## src/rtl/serial_add_ctrl.sv

```systemverilog
//==============================================================================
// Module   : serial_add_ctrl
// Brief    : Sequencer and operand store for a bit-serial adder.
//            Computes {cout, sum} = a + b + cin, LSB first.
// Revision : 1.0 - initial release
//==============================================================================
`default_nettype none

module serial_add_ctrl #(
  parameter int WIDTH = 4
) (
  input  logic                       clk,
  input  logic                       clear,
  input  logic                       start,
  input  logic [WIDTH-1:0]           a_in,
  input  logic [WIDTH-1:0]           b_in,
  input  logic                       cin,
  input  logic                       pause,
  output logic                       busy,
  output logic                       shift_ctrl,
  output logic                       done,
  output logic [WIDTH-1:0]           sum,
  output logic                       cout,
  output logic [$clog2(WIDTH+1)-1:0] bit_cnt
);

  localparam int CNT_W = $clog2(WIDTH+1);
  localparam logic [CNT_W-1:0] C_LAST_BIT = CNT_W'(WIDTH - 1);

  typedef enum logic [1:0] {
    S_IDLE  = 2'd0,
    S_SHIFT = 2'd1,
    S_DONE  = 2'd2
  } state_t;

  state_t             r_state;
  state_t             w_next_state;
  logic [WIDTH-1:0]   r_a;
  logic [WIDTH-1:0]   r_b;
  logic [WIDTH-1:0]   r_sum;
  logic               r_carry;
  logic [CNT_W-1:0]   r_bit_cnt;

  logic               w_load;
  logic               w_shift;
  logic               w_s;
  logic               w_c;

  // One full adder on the current LSBs of the operand registers.
  assign w_s = r_a[0] ^ r_b[0] ^ r_carry;
  assign w_c = (r_a[0] & r_b[0]) | (r_a[0] & r_carry) | (r_b[0] & r_carry);

  always_comb begin
    w_next_state = r_state;
    w_load       = 1'b0;
    w_shift      = 1'b0;
    case (r_state)
      S_IDLE: begin
        if (start) begin
          w_load       = 1'b1;
          w_next_state = S_SHIFT;
        end
      end
      S_SHIFT: begin
        if (!pause) begin
          w_shift = 1'b1;
          if (r_bit_cnt == C_LAST_BIT) begin
            w_next_state = S_DONE;
          end
        end
      end
      S_DONE: begin
        w_next_state = S_IDLE;
      end
      default: begin
        w_next_state = S_IDLE;
      end
    endcase
  end

  always_ff @(posedge clk) begin
    if (clear) begin
      r_state   <= S_IDLE;
      r_a       <= '0;
      r_b       <= '0;
      r_sum     <= '0;
      r_carry   <= 1'b0;
      r_bit_cnt <= '0;
    end else begin
      r_state <= w_next_state;
      if (w_load) begin
        r_a       <= a_in;
        r_b       <= b_in;
        r_carry   <= cin;
        r_sum     <= '0;
        r_bit_cnt <= '0;
      end else if (w_shift) begin
        r_sum     <= {w_s, r_sum[WIDTH-1:1]};
        r_a       <= r_a >> 1;
        r_b       <= r_b >> 1;
        r_carry   <= w_c;
        r_bit_cnt <= r_bit_cnt + 1'b1;
      end
    end
  end

  assign busy       = (r_state != S_IDLE);
  assign shift_ctrl = (r_state == S_SHIFT) && !pause;
  assign done       = (r_state == S_DONE);
  assign sum        = r_sum;
  assign cout       = r_carry;
  assign bit_cnt    = r_bit_cnt;

endmodule

`default_nettype wire

```

## config.mk

```make
export PLATFORM = sky130hd
export DESIGN_NAME = serial_add_ctrl
export DESIGN_NICKNAME = d
export VERILOG_FILES = /design/src/rtl/serial_add_ctrl.sv
export SDC_FILE = /design/constraint.sdc
export NUM_CORES = 1
export LEC_CHECK = 0
export CAP_MARGIN = 20
export CORE_UTILIZATION = 44
export CTS_CLUSTER_SIZE = 30
export DETAILED_ROUTE_END_ITERATION = 16
export GPL_TIMING_DRIVEN = 0
export PLACE_DENSITY = 0.8
export SETUP_SLACK_MARGIN = 0.3
export SLEW_MARGIN = 20
export SYNTH_ARGS = -nofsm -noshare
export SYNTH_HDL_FRONTEND = slang
export SYNTH_SLANG_ARGS = --single-unit
```

## constraint.sdc

```tcl
create_clock -name clk -period 1.75 [get_ports clk]
set_clock_uncertainty 0.15 [all_clocks]
set_input_delay 0.175 -clock clk [delete_from_list [all_inputs] [get_ports clk]]
set_output_delay 0.175 -clock clk [all_outputs]
set_load 0.02 [all_outputs]
```

# After elaboration in Yosys (flattened, before gate mapping)

Cells that the tools add are included.
W data, S select, Z words.

Input port bits: 13
Output and inout bits: 11
Word-level logic and storage cells: 41
Register bits after elaboration: 18

Reductions and logical operators: 7
Add/sub/neg operators: 1
Bitwise gates (word level): 7
Equality and inequality tests: 6
Multiplexer cells: 14

Operators by type and width:

| operator              | count |
|---|---|
| $mux W4               | 4 |
| $mux W1               | 6 |
| $mux W2               | 3 |
| $ne A2 B2 Y1 const B  | 3 |
| $pmux W2 S2           | 1 |
| $reduce_bool A2 Y1    | 2 |
| $add A3 B1 Y3 const B | 1 |
| $and A1 B1 Y1         | 3 |
| $eq A3 B2 Y1 const B  | 1 |
| $reduce_and A3 Y1     | 1 |
| $eq A2 B1 Y1 const B  | 1 |
| $eq A2 B2 Y1 const B  | 1 |
| $logic_not A2 Y1      | 1 |
| $or A1 B1 Y1          | 2 |
| $reduce_or A2 Y1      | 1 |
| $xor A1 B1 Y1         | 2 |
| $logic_and A1 B1 Y1   | 1 |
| $logic_not A1 Y1      | 1 |

# Logic depth before layout (Yosys ltp)

Depth after elaboration: 5
Gate-level depth with buffers: 6
Depth with buffers taken out: 4

# Least setup slack after synthesis

OpenSTA, ideal clock, no wires.

Path kind: register to register
Start: register r_state[0]
End: register r_bit_cnt[0], in the netlist bit_cnt[0]
Data arrival time: 1237 ps
Buffers on the path: 2
Period minus slack after synthesis: 1502 ps
Stages on the path, launching flop included: 7
Path slack: 248 ps
Setup time: 116 ps
Data required time: 1484 ps
Cell sequence: dfxtp_1 or3b_1 buf_6 clkinv_4 buf_12 xnor2_1 nor2_2

Word-level cells in the longest chain between the ends: 3
Elaborated cells on any way between the ends: 5
Those cells by class: eq/ne (1); mux (2); reduce/logical (2)

RTL lines:

| item                       | RTL line | RTL |
|---|---|---|
| from (decl)                | 36       | `state_t r_state;` |
| from (signal assigned)     | 90       | `r_state <= w_next_state;` |
| $logic_not A2 Y1           | 57       | `case (r_state)` |
| $mux W1                    | 57       |  |
| $reduce_or A2 Y1 (no line) | --       |  |
| to (signal assigned)       | 102      | `r_bit_cnt <= r_bit_cnt + 1'b1;` |
| to (decl)                  | 42       | `logic [CNT_W-1:0] r_bit_cnt;` |

Parallel ways exist; a longest one is shown, timed or not.
A chain may end at the register's enable or synchronous reset.

# Final worst setup path

Start: register r_state[0]
End: output port shift_ctrl

Word-level cells in the longest chain between the ends: 2

RTL lines:

| item                | RTL line | RTL |
|---|---|---|
| $eq A2 B1 Y1        | 108      | `assign shift_ctrl = (r_state == S_SHIFT) && !pause;` |
| $logic_and A1 B1 Y1 | 108      |  |
| to (decl)           | 20       | `output logic shift_ctrl,` |

No other way between the ends.

==> impl_metrics.json <==
{
  "ant_nets": 0,
  "crit_required_ns": 1.42,
  "clkLatencyLatePin_ns": 0.29,
  "hold_buffers": 0,
  "routed_via_density": 5.47,
  "chipWidth_um": 44.5,
  "drcViolationCount": 0,
  "highest_layer": "met4",
  "synthFlopType": "dfxtp_1",
  "synth_nets": 102,
  "cts_tree": "built",
  "critPathMaxFanout": 3,
  "cts_sinks": 18,
  "regArea_sq_um": 370,
  "fp.coreArea_sq_mm": 0.00159,
  "dp_slack_ns": -0.490,
  "worstPathArrival_ns": 1.39,
  "cp-end-kind": "output port",
  "setup_slack_ns": 0.0332,
  "synth_seq_cells": 18,
  "worstSetupPathType": "register to output port",
  "synth-seq-area-share": 0.454,
  "rsz0062_at_grt": "true",
  "drive_gt1_frac": 0.492,
  "root_buffer": "clkbuf_4",
  "synth_warnings": 0,
  "via_count": 799,
  "setup_viol": 0,
  "die_h_um": 44.5,
  "drv_cap": 0,
  "synthCells": 86,
  "numPortBuffers": 23,
  "crit_chain": "or3b_4 -> buf_6 -> clkinv_8 -> buf_12 -> buf_8",
  "slowest_stage": "or3b_4",
  "drt-total-wl_mm": 2.28,
  "pin_count": 24,
  "overflow": 0,
  "period_share": 0.981,
  "cts.path.max_buffers": 2,
  "wl_met3_um": 93,
  "startpoint_type": "register",
  "path_delay_family": "simple AND/OR/NAND/NOR gates",
  "routedWlPerCell_um": 15.6,
  "final_cells": 146,
  "antenna_found_initial": 0,
  "cpPeakStageDelay_ns": 0.38,
  "antennaDiodeCount": 0,
  "grt_usage": 0.253,
  "drt_iter0_drc": 15,
  "hold_violations": 0,
  "rows": 14,
  "grt_pass1_vias": 791,
  "p_per_area_mw_per_mm2": 634,
  "fill_cells": 79,
  "tightest_slew_ns": 0.685,
  "grt_max_degree": 11,
  "drt-pass1-iter-count": 4,
  "htree_levels": 1,
  "fmax_mhz": 582,
  "timing.hold.ws_ns": 0.296,
  "grt_pass1_wl_mm": 3.63,
  "utilization": 0.873,
  "place_inst": 133,
  "relSlewSlack": 0.544,
  "outcome": "finished clean",
  "numCtsBuffers": 3,
  "area_delta_synth_final_pct": 75.1,
  "period_needed_ns": 1.72,
  "synth_cell_types": 29,
  "wl_met1_um": 975,
  "synthArstFlopShare": 0,
  "dr_wl_met2_mm": 1.15,
  "peakVddDrop_mv": 0.571,
  "netlist_area_sq_um": 795,
  "clk_pin_slew_ns": 0.10,
  "slew_viol_final": 0,
  "hold_class": "input pin to register",
  "place_congestion": 0.751,
  "nets": 140,
  "path_buf_inv": 4,
  "dieArea_sq_mm": 0.00198,
  "dp_hpwl_mm": 1.14,
  "reg2reg_slack_ns": 0.07,
  "p_leak_uw": 0.000556,
  "syn_area_per_cell_sq_um": 9.24,
  "synth_edf_count": 0,
  "setup_tns_ns": 0,
  "multiInputGateArea_sq_um": 547,
  "initial_core_util": 0.498
}
-- what timing repair did --
item	CTS	global route
cloned	2	0
endpoints found under the setup margin	28	20
buffers inserted	8	0
pin swaps	17	4
resized for setup	64	19
-- cells in the final DEF (no fill, tap or decap), types with 2 or more instances in the layout --
cell             instances
dfxtp_1                 14
clkdlybuf4s50_1         12
a21oi_2                  9
dlygate4sd2_1            8
nand2_1                  7
buf_6                    5
nand2_4                  5
nor3_1                   5
buf_4                    5
buf_8                    4
nor2_1                   4
nand3_2                  4
nor3_2                   3
clkbuf_4                 3
or3b_4                   2
buf_12                   2
a211oi_2                 2
o22ai_4                  2
a22oi_1                  2
o22ai_2                  2
ha_1                     2
dfxtp_2                  2
dfxtp_4                  2
-- sequential cells by signal, summed over array words and instances, names as in the netlist --
register,cells
cout,1
r_state,2
r_b,4
sum,4
bit_cnt,3
r_a,4
-- Yosys cell counts (2+ instances only) --
cell type / instances / share of area
a211oi_2: 2 / 0.031
a21oi_1: 10 / 0.063
a22oi_1: 2 / 0.019
clkbuf_1: 2 / 0.0095
dfxtp_1: 18 / 0.45
ha_1: 2 / 0.031
nand2_1: 13 / 0.061
nand3_1: 4 / 0.025
nor2_1: 4 / 0.019
nor3_1: 7 / 0.044
o22ai_1: 4 / 0.031
-- layout make-up --
class	instances	area share
plain buffers	5	0.0441
clock buffers	3	0.0162
inverters	2	0.0144
well taps	24	0.0216
flip-flops and latches	18	0.266
multi-input cells	61	0.393
repair buffers	33	0.245
-- logic make-up after synthesis --
group	Yosys count	share of synthesized area
AND/OR/NAND/NOR	38	0.252
AO/OA/AOI/OAI	19	0.156
flip-flops	18	0.454
buffers and inverters	7	0.0709
adder cells (fa/ha/maj)	3	0.0567
XOR/XNOR	1	0.0110
-- through the flow --
stage	area, sq um	power, uW
floorplan	798	540
global placement	1060	598
detailed placement	1060	601
CTS	1310	850
global route	1390	916
finish	1390	882
-- worst paths after layout --
kind	cells past startpoint	end	from
worst max-delay path	5	shift_ctrl	r_state[0]
worst min-delay path	3	r_b[3]	b_in[3]
worst max register to register	7	r_b[0]	r_state[0]
worst min register to register	2	r_b[3]	r_b[3]
-- metal layers --
| layer | global-route usage | up-vias |
|---|---|---|
| met5 | 0 | - |
| met4 | 0.0970 | 0 |
| met3 | 0.0286 | 11 |
| met2 | 0.424 | 34 |
| met1 | 0.332 | 380 |
| li1 | - | 374 |
-- power by group --
part / leakage [uW] / internal [uW] / switching, uW
clock: 0.0000138 / 80.0 / 133
sequential: 0.000150 / 429 / 19.2
combinational: 0.000393 / 117 / 105
-- tightest hold or removal path, delay by kind of cell --
kind            cells  cell delay [ns]
buf+inv             1             0.40
simple gates        1             0.07
compound gates      1             0.05
(Power assumes the default switching activity.)
